File: src/rtl/pwm_ramp_ctrl.sv
`default_nettype none
// ============================================================================
// Module   : pwm_ramp_ctrl
// Brief    : Programs a PWM block, then steps its threshold between a floor
//            and a ceiling. PWM_RAMP_TRIANGLE_EN selects a triangle ramp;
//            when it is undefined the ramp is a sawtooth.
// Revision : 1.0 - initial release
// ============================================================================
module pwm_ramp_ctrl #(
    parameter int DW = 16
) (
    input  logic          clock,
    input  logic          reset,
    input  logic          start,
    input  logic          stop,
    input  logic [DW-1:0] cfg_max,
    input  logic [DW-1:0] cfg_lo,
    input  logic [DW-1:0] cfg_hi,
    input  logic [DW-1:0] cfg_step,
    input  logic [DW-1:0] cfg_dwell,
    output logic          pwm_cs,
    output logic          pwm_we,
    output logic [2:0]    pwm_addr,
    output logic [DW-1:0] pwm_wdata,
    output logic          busy,
    output logic [DW-1:0] level
);

    typedef enum logic [2:0] {
        IDLE     = 3'd0,
        LD_MAX   = 3'd1,
        LD_THR   = 3'd2,
        LD_CTRL  = 3'd3,
        DWELL    = 3'd4,
        STEP     = 3'd5,
        STOPPING = 3'd6
    } state_t;

    localparam logic [2:0]    c_ADDR_MAX  = 3'd0;
    localparam logic [2:0]    c_ADDR_THR  = 3'd2;
    localparam logic [2:0]    c_ADDR_CTRL = 3'd4;
    localparam logic [DW-1:0] c_CTRL_ON   = DW'(1);

    state_t        r_state;
    state_t        w_state_nxt;
    logic [DW-1:0] r_max, r_lo, r_hi, r_step, r_dwell;
    logic [DW-1:0] r_level;
    logic [DW-1:0] r_cnt;
    logic [DW-1:0] w_dwell_last;
    logic [DW-1:0] w_next_level;
    logic [DW:0]   w_sum;
    logic          w_accept;

    assign w_accept     = (r_state == IDLE) && start && !stop;
    assign w_dwell_last = (r_dwell == '0) ? '0 : (r_dwell - DW'(1));
    // One extra bit so a step near the top of the range cannot wrap.
    assign w_sum        = {1'b0, r_level} + {1'b0, r_step};
    assign level        = r_level;

`ifdef PWM_RAMP_TRIANGLE_EN
    logic          r_down;
    logic          w_next_down;
    logic [DW:0]   w_diff;
    assign w_diff = {1'b0, r_level} - {1'b0, r_step};
`endif

    always_comb begin
        w_next_level = r_level;
`ifdef PWM_RAMP_TRIANGLE_EN
        w_next_down  = r_down;
`endif
        if (r_lo >= r_hi) begin
            w_next_level = r_lo;
`ifdef PWM_RAMP_TRIANGLE_EN
        end else if (r_down) begin
            // Borrow out of the top bit means the step went below zero.
            if (w_diff[DW] || (w_diff <= {1'b0, r_lo})) begin
                w_next_level = r_lo;
                w_next_down  = 1'b0;
            end else begin
                w_next_level = w_diff[DW-1:0];
            end
`endif
        end else if (w_sum >= {1'b0, r_hi}) begin
`ifdef PWM_RAMP_TRIANGLE_EN
            w_next_level = r_hi;
            w_next_down  = 1'b1;
`else
            w_next_level = r_lo;
`endif
        end else begin
            w_next_level = w_sum[DW-1:0];
        end
    end

    always_comb begin
        w_state_nxt = r_state;
        pwm_cs      = (r_state != IDLE);
        busy        = (r_state != IDLE);
        pwm_we      = 1'b0;
        pwm_addr    = c_ADDR_MAX;
        pwm_wdata   = '0;
        case (r_state)
            IDLE: begin
                if (w_accept) w_state_nxt = LD_MAX;
            end
            LD_MAX: begin
                w_state_nxt = LD_THR;
                pwm_we      = 1'b1;
                pwm_addr    = c_ADDR_MAX;
                pwm_wdata   = r_max;
            end
            LD_THR: begin
                w_state_nxt = LD_CTRL;
                pwm_we      = 1'b1;
                pwm_addr    = c_ADDR_THR;
                pwm_wdata   = r_lo;
            end
            LD_CTRL: begin
                w_state_nxt = DWELL;
                pwm_we      = 1'b1;
                pwm_addr    = c_ADDR_CTRL;
                pwm_wdata   = c_CTRL_ON;
            end
            DWELL: begin
                if (r_cnt == w_dwell_last) w_state_nxt = STEP;
            end
            STEP: begin
                w_state_nxt = DWELL;
                pwm_we      = 1'b1;
                pwm_addr    = c_ADDR_THR;
                pwm_wdata   = w_next_level;
            end
            STOPPING: begin
                w_state_nxt = IDLE;
                pwm_we      = 1'b1;
                pwm_addr    = c_ADDR_CTRL;
                pwm_wdata   = '0;
            end
            default: w_state_nxt = IDLE;
        endcase
        if (stop && (r_state != IDLE) && (r_state != STOPPING)) begin
            w_state_nxt = STOPPING;
        end
    end

    always_ff @(posedge clock or posedge reset) begin
        if (reset) begin
            r_state <= IDLE;
            r_max   <= '0;
            r_lo    <= '0;
            r_hi    <= '0;
            r_step  <= '0;
            r_dwell <= '0;
            r_level <= '0;
            r_cnt   <= '0;
        end else begin
            r_state <= w_state_nxt;
            if (w_accept) begin
                r_max   <= cfg_max;
                r_lo    <= cfg_lo;
                r_hi    <= cfg_hi;
                r_step  <= cfg_step;
                r_dwell <= cfg_dwell;
            end
            if ((r_state == DWELL) && (w_state_nxt == DWELL)) begin
                r_cnt <= r_cnt + DW'(1);
            end else begin
                r_cnt <= '0;
            end
            // The threshold write has already gone out even if stop aborts next.
            if (r_state == LD_THR) begin
                r_level <= r_lo;
            end else if (r_state == STEP) begin
                r_level <= w_next_level;
            end
        end
    end

`ifdef PWM_RAMP_TRIANGLE_EN
    always_ff @(posedge clock or posedge reset) begin
        if (reset) begin
            r_down <= 1'b0;
        end else if (w_accept) begin
            r_down <= 1'b0;
        end else if (r_state == STEP) begin
            r_down <= w_next_down;
        end
    end
`endif

endmodule
`default_nettype wire

File: config.mk
export PLATFORM = sky130hd
export DESIGN_NAME = pwm_ramp_ctrl
export DESIGN_NICKNAME = d
export VERILOG_FILES = /design/src/rtl/pwm_ramp_ctrl.sv
export SDC_FILE = /design/constraint.sdc
export NUM_CORES = 1
export LEC_CHECK = 0
export BUFFER_PORTS_ARGS = -buffer_cell sky130_fd_sc_hd__buf_2
export CORE_MARGIN = 8
export CORE_UTILIZATION = 35
export CTS_CLUSTER_DIAMETER = 60
export DETAILED_ROUTE_END_ITERATION = 8
export GPL_TIMING_DRIVEN = 0
export PLACE_DENSITY = 0.58
export SETUP_SLACK_MARGIN = 0.15
export SLEW_MARGIN = 20
export SYNTH_ARGS = -nofsm -noshare
export SYNTH_HDL_FRONTEND = slang
export SYNTH_SLANG_ARGS = --single-unit
File: constraint.sdc
create_clock -name clock -period 5.6 [get_ports clock]
set_input_delay 0.84 -clock clock [delete_from_list [all_inputs] [get_ports clock]]
set_output_delay 0.84 -clock clock [all_outputs]
set_load 0.05 [all_outputs]
==> flow_summary_export.csv <==
group,metric,value,unit
placed_design,port_buffers,120,
setup_path,critical-path-top-delay-family,"compound AO/OA/AOI/OAI gates",
clock_tree,cts_sinks,115,
sta,tightest_slew,0.906,ns
pwr,leakage,4.22,nW
logic_synthesis,synth_top_family_by_area,"simple AND/OR/NAND/NOR gates",
setup_path,cp_slowest_cell,"or4_4",
route,drc,0,
logic_synthesis,synth_common_cells,"dfrtp_1 (115), mux2_2 (81), nand2_1 (67), ha_1 (50), nand3_1 (37)",
global_route,grt_pass1_vias,5836,
setup_path,path_class,"flip-flop to output pin",
sta,hold_slack,0.421,ns
sta,maxSlewViolCount,0,
sta,finalCritPeriodShare,98.2,%
logic_synthesis,synth_area_per_cell,10.4,um^2
clock_tree,clkTransAtPathRegs,0.06,ns
logic_synthesis,synthSimpleGateAreaFrac,17.3,%
pwr,pwr_density_cell,715,nW/um^2
clock_tree,cts.path.max_buffers,2,
cells_and_area,fillers,1820,
logic_synthesis,synth-seq-cells,115,
run_status,status,"finished clean",
sta,rsz0062_at_grt,"true",
route,ant_nets,0,
placed_design,numPlacedInstances,1053,
setup_path,worstSetupEndpointType,"output pin",
cells_and_area,drive_gt1_share,38.2,%
floorplan,core,19500,um^2
clock_tree,tritoncts,"yes",
logic_synthesis,ys_async_sr_fraction,100,%
route,drt_wl_total,20200,um
logic_synthesis,yosysWarnings,0,
logic_synthesis,yosysTopAreaCell,"dfrtp_1",
sta,setup_violations,0,
logic_synthesis,yosysSeqAreaShare,41.4,%
route,wl_per_cell,18.3,um
route,first_iter_violations,244,
setup_path,cp_num_buf_inv,2,
clock_tree,cts.htree.levels,4,
cells_and_area,n_antenna_cell,0,
global_route,grt_pass1_wl,31600,um
logic_synthesis,synth_mux_area_share,13.3,%
setup_path,required,4.76,ns
sta,timing.fmax,182,MHz
global_route,gr-total-overflow,0,
logic_synthesis,synthAdderAreaFrac,9.28,%
logic_synthesis,synth-xor-area-share,5.04,%
setup_path,start_kind,"flip-flop",
logic_synthesis,netlist-cell-type-count,66,
sta,final-hold-violation-count,0,
logic_synthesis,synth_compound_area_share,10.2,%
cells_and_area,syn2layout_area_growth,32.1,%
setup_path,max_stage_delay,0.44,ns
global_route,antenna_found_initial,0,
logic_synthesis,syn_nets,802,
global_route,grt_start_max_net_pins,77,
floorplan,die_h,157,um
logic_synthesis,synth_edf_count,0,
setup_path,path_common_cell,"a221o_1",
pwr,peakVddDrop,0.368,mV
clock_tree,cts_made_buffers,17,
setup_path,arrival,4.66,ns
flow_run,cap_viol_max_count,0,
logic_synthesis,synth_area,6960,um^2
sta,period_needed,5.50,ns
logic_synthesis,synth_top_area_share,41.4,%
route,first_pass_iters,5,
floorplan,die_w,157,um
floorplan,pin_count,122,
logic_synthesis,synth_area_leaders,"dfrtp_1 (41%), mux2_2 (13%), ha_1 (9.0%)",
logic_synthesis,synth-main-ff-cell,"dfrtp_1",
logic_synthesis,synth_cells,667,
cells_and_area,fin_cells,1103,
setup_path,cp_cell_sequence,"ha_1 -> a21o_1 -> a221o_1 -> o21ai_4 -> o221ai_4 -> or4_4 -> nand3_4 -> ha_4 -> nand3_2 -> a21oi_2 -> o41ai_2 -> a21oi_1 -> o221ai_2 -> a31oi_4 -> buf_12 -> a221o_1 -> buf_6",
sta,max-slew-margin-rel,39.1,%
floorplan,die-area,24600,um^2
sta,tns,0,ns
clock_tree,cts_root_buffer,"clkbuf_16",
logic_synthesis,synth.most_common_cell,"dfrtp_1",
clock_tree,cts_hold_buf,0,
cells_and_area,num-nets-final,960,
pwr,power.total,6.57,mW
floorplan,placementRows,51,
cells_and_area,utilization,47.2,%
route,vias_per_cell,5.12,
placed_design,dpl.hpwl,14800,um
floorplan,initial_core_util,35.7,%
sta,skew,0.0124,ns
clock_tree,clk_latency,0.43,ns
global_route,grtUsageTotal,16.8,%
route,dr_total_vias,5643,
setup_path,critPathMaxFanout,6,
placed_design,gp_congestion,0.845,
min_path,hold_class,"primary input to async pin",
worst paths after layout:
check / from / endpoint / slack [ns] / depth (start not counted)
max: level[0] / pwm_wdata[8] / 0.10 / 17
min: reset / r_cnt[4] / 0.42 / 2
max reg2reg: level[0] / level[11] / 1.43 / 17
min reg2reg: r_max[13] / r_max[13] / 0.51 / 1
max in group asynchronous: reset / r_hi[4] / 4.49 / 3
min in group clock: r_max[13] / r_max[13] / 0.51 / 1
flip-flops by register name, summed over array words and instances, names as in the netlist:
name     flops
r_hi        16
r_cnt       16
r_max       16
r_step      16
r_lo        16
r_dwell     16
r_state      3
level       16
per-layer routing:
metal | global-route usage, % | vias to the layer above | share of wire, % | routed length, um
li1 | - | 2734 | - | -
met2 | 28.3 | 132 | 49 | 9930
met3 | 4.50 | 26 | 5.2 | 1050
met4 | 6.18 | 0 | 1.8 | 374
met1 | 20.2 | 2751 | 44 | 8880
met5 | 0 | - | 0 | 0
metrics by stage:
stage                     setup WS [ns]  area [um^2]
final                             0.103         9190
after CTS                         0.138         8890
after floorplan                   0.106         7000
after detailed placement          -1.36         7970
after global placement            -1.39         7940
after global routing            -0.0636         9190
cell families (layout without fill, tap and decap cells):
kind of cell | count (synthesis) | in the layout
xor+xnor | 40 | 40
flops | 115 | 115
mux | 82 | 82
buf+inv | 57 | 228
other cells | 1 | 1
simple gates | 221 | 221
compound gates | 100 | 100
fa+ha+maj | 51 | 51
what timing repair did:
item / 4_1_cts / 5_1_grt
resized for setup: 43 / 56
cloned: 0 / 1
pin swaps: 8 / 21
endpoints found under the setup margin: 26 / 16
buffers inserted: 7 / 9
area by class of cell:
class	instances	area (um^2)	share of cell area [%]
multi-input combinational	495	4110	44.7
sequential	115	2880	31.3
timing repair buffer	139	932	10.1
clock buffer	19	453	4.93
tap	265	332	3.61
clock inverter	13	194	2.11
buffer	26	168	1.82
inverter	31	121	1.32
power by group:
part / internal (mW) / leakage, nW / total, mW / switching (mW)
Combinational: 1.66 / 2.49 / 3.87 / 2.21
Sequential: 1.19 / 1.42 / 1.50 / 0.304
Clock: 0.775 / 0.315 / 1.20 / 0.430
Total: 3.62 / 4.22 / 6.57 / 2.94
layout by cell type (no fill, tap or decap), drive strengths merged, types with 10 or more instances in the layout:
master / instances
xnor2: 23
nand2: 67
ha: 50
nor2b: 10
mux2: 81
nor3: 26
clkbuf: 38
o21ai: 17
dfrtp: 115
xor2: 17
nor2: 25
buf: 146
a21oi: 21
nand4: 10
inv: 35
nand3: 37
(Power assumes the default switching activity.)
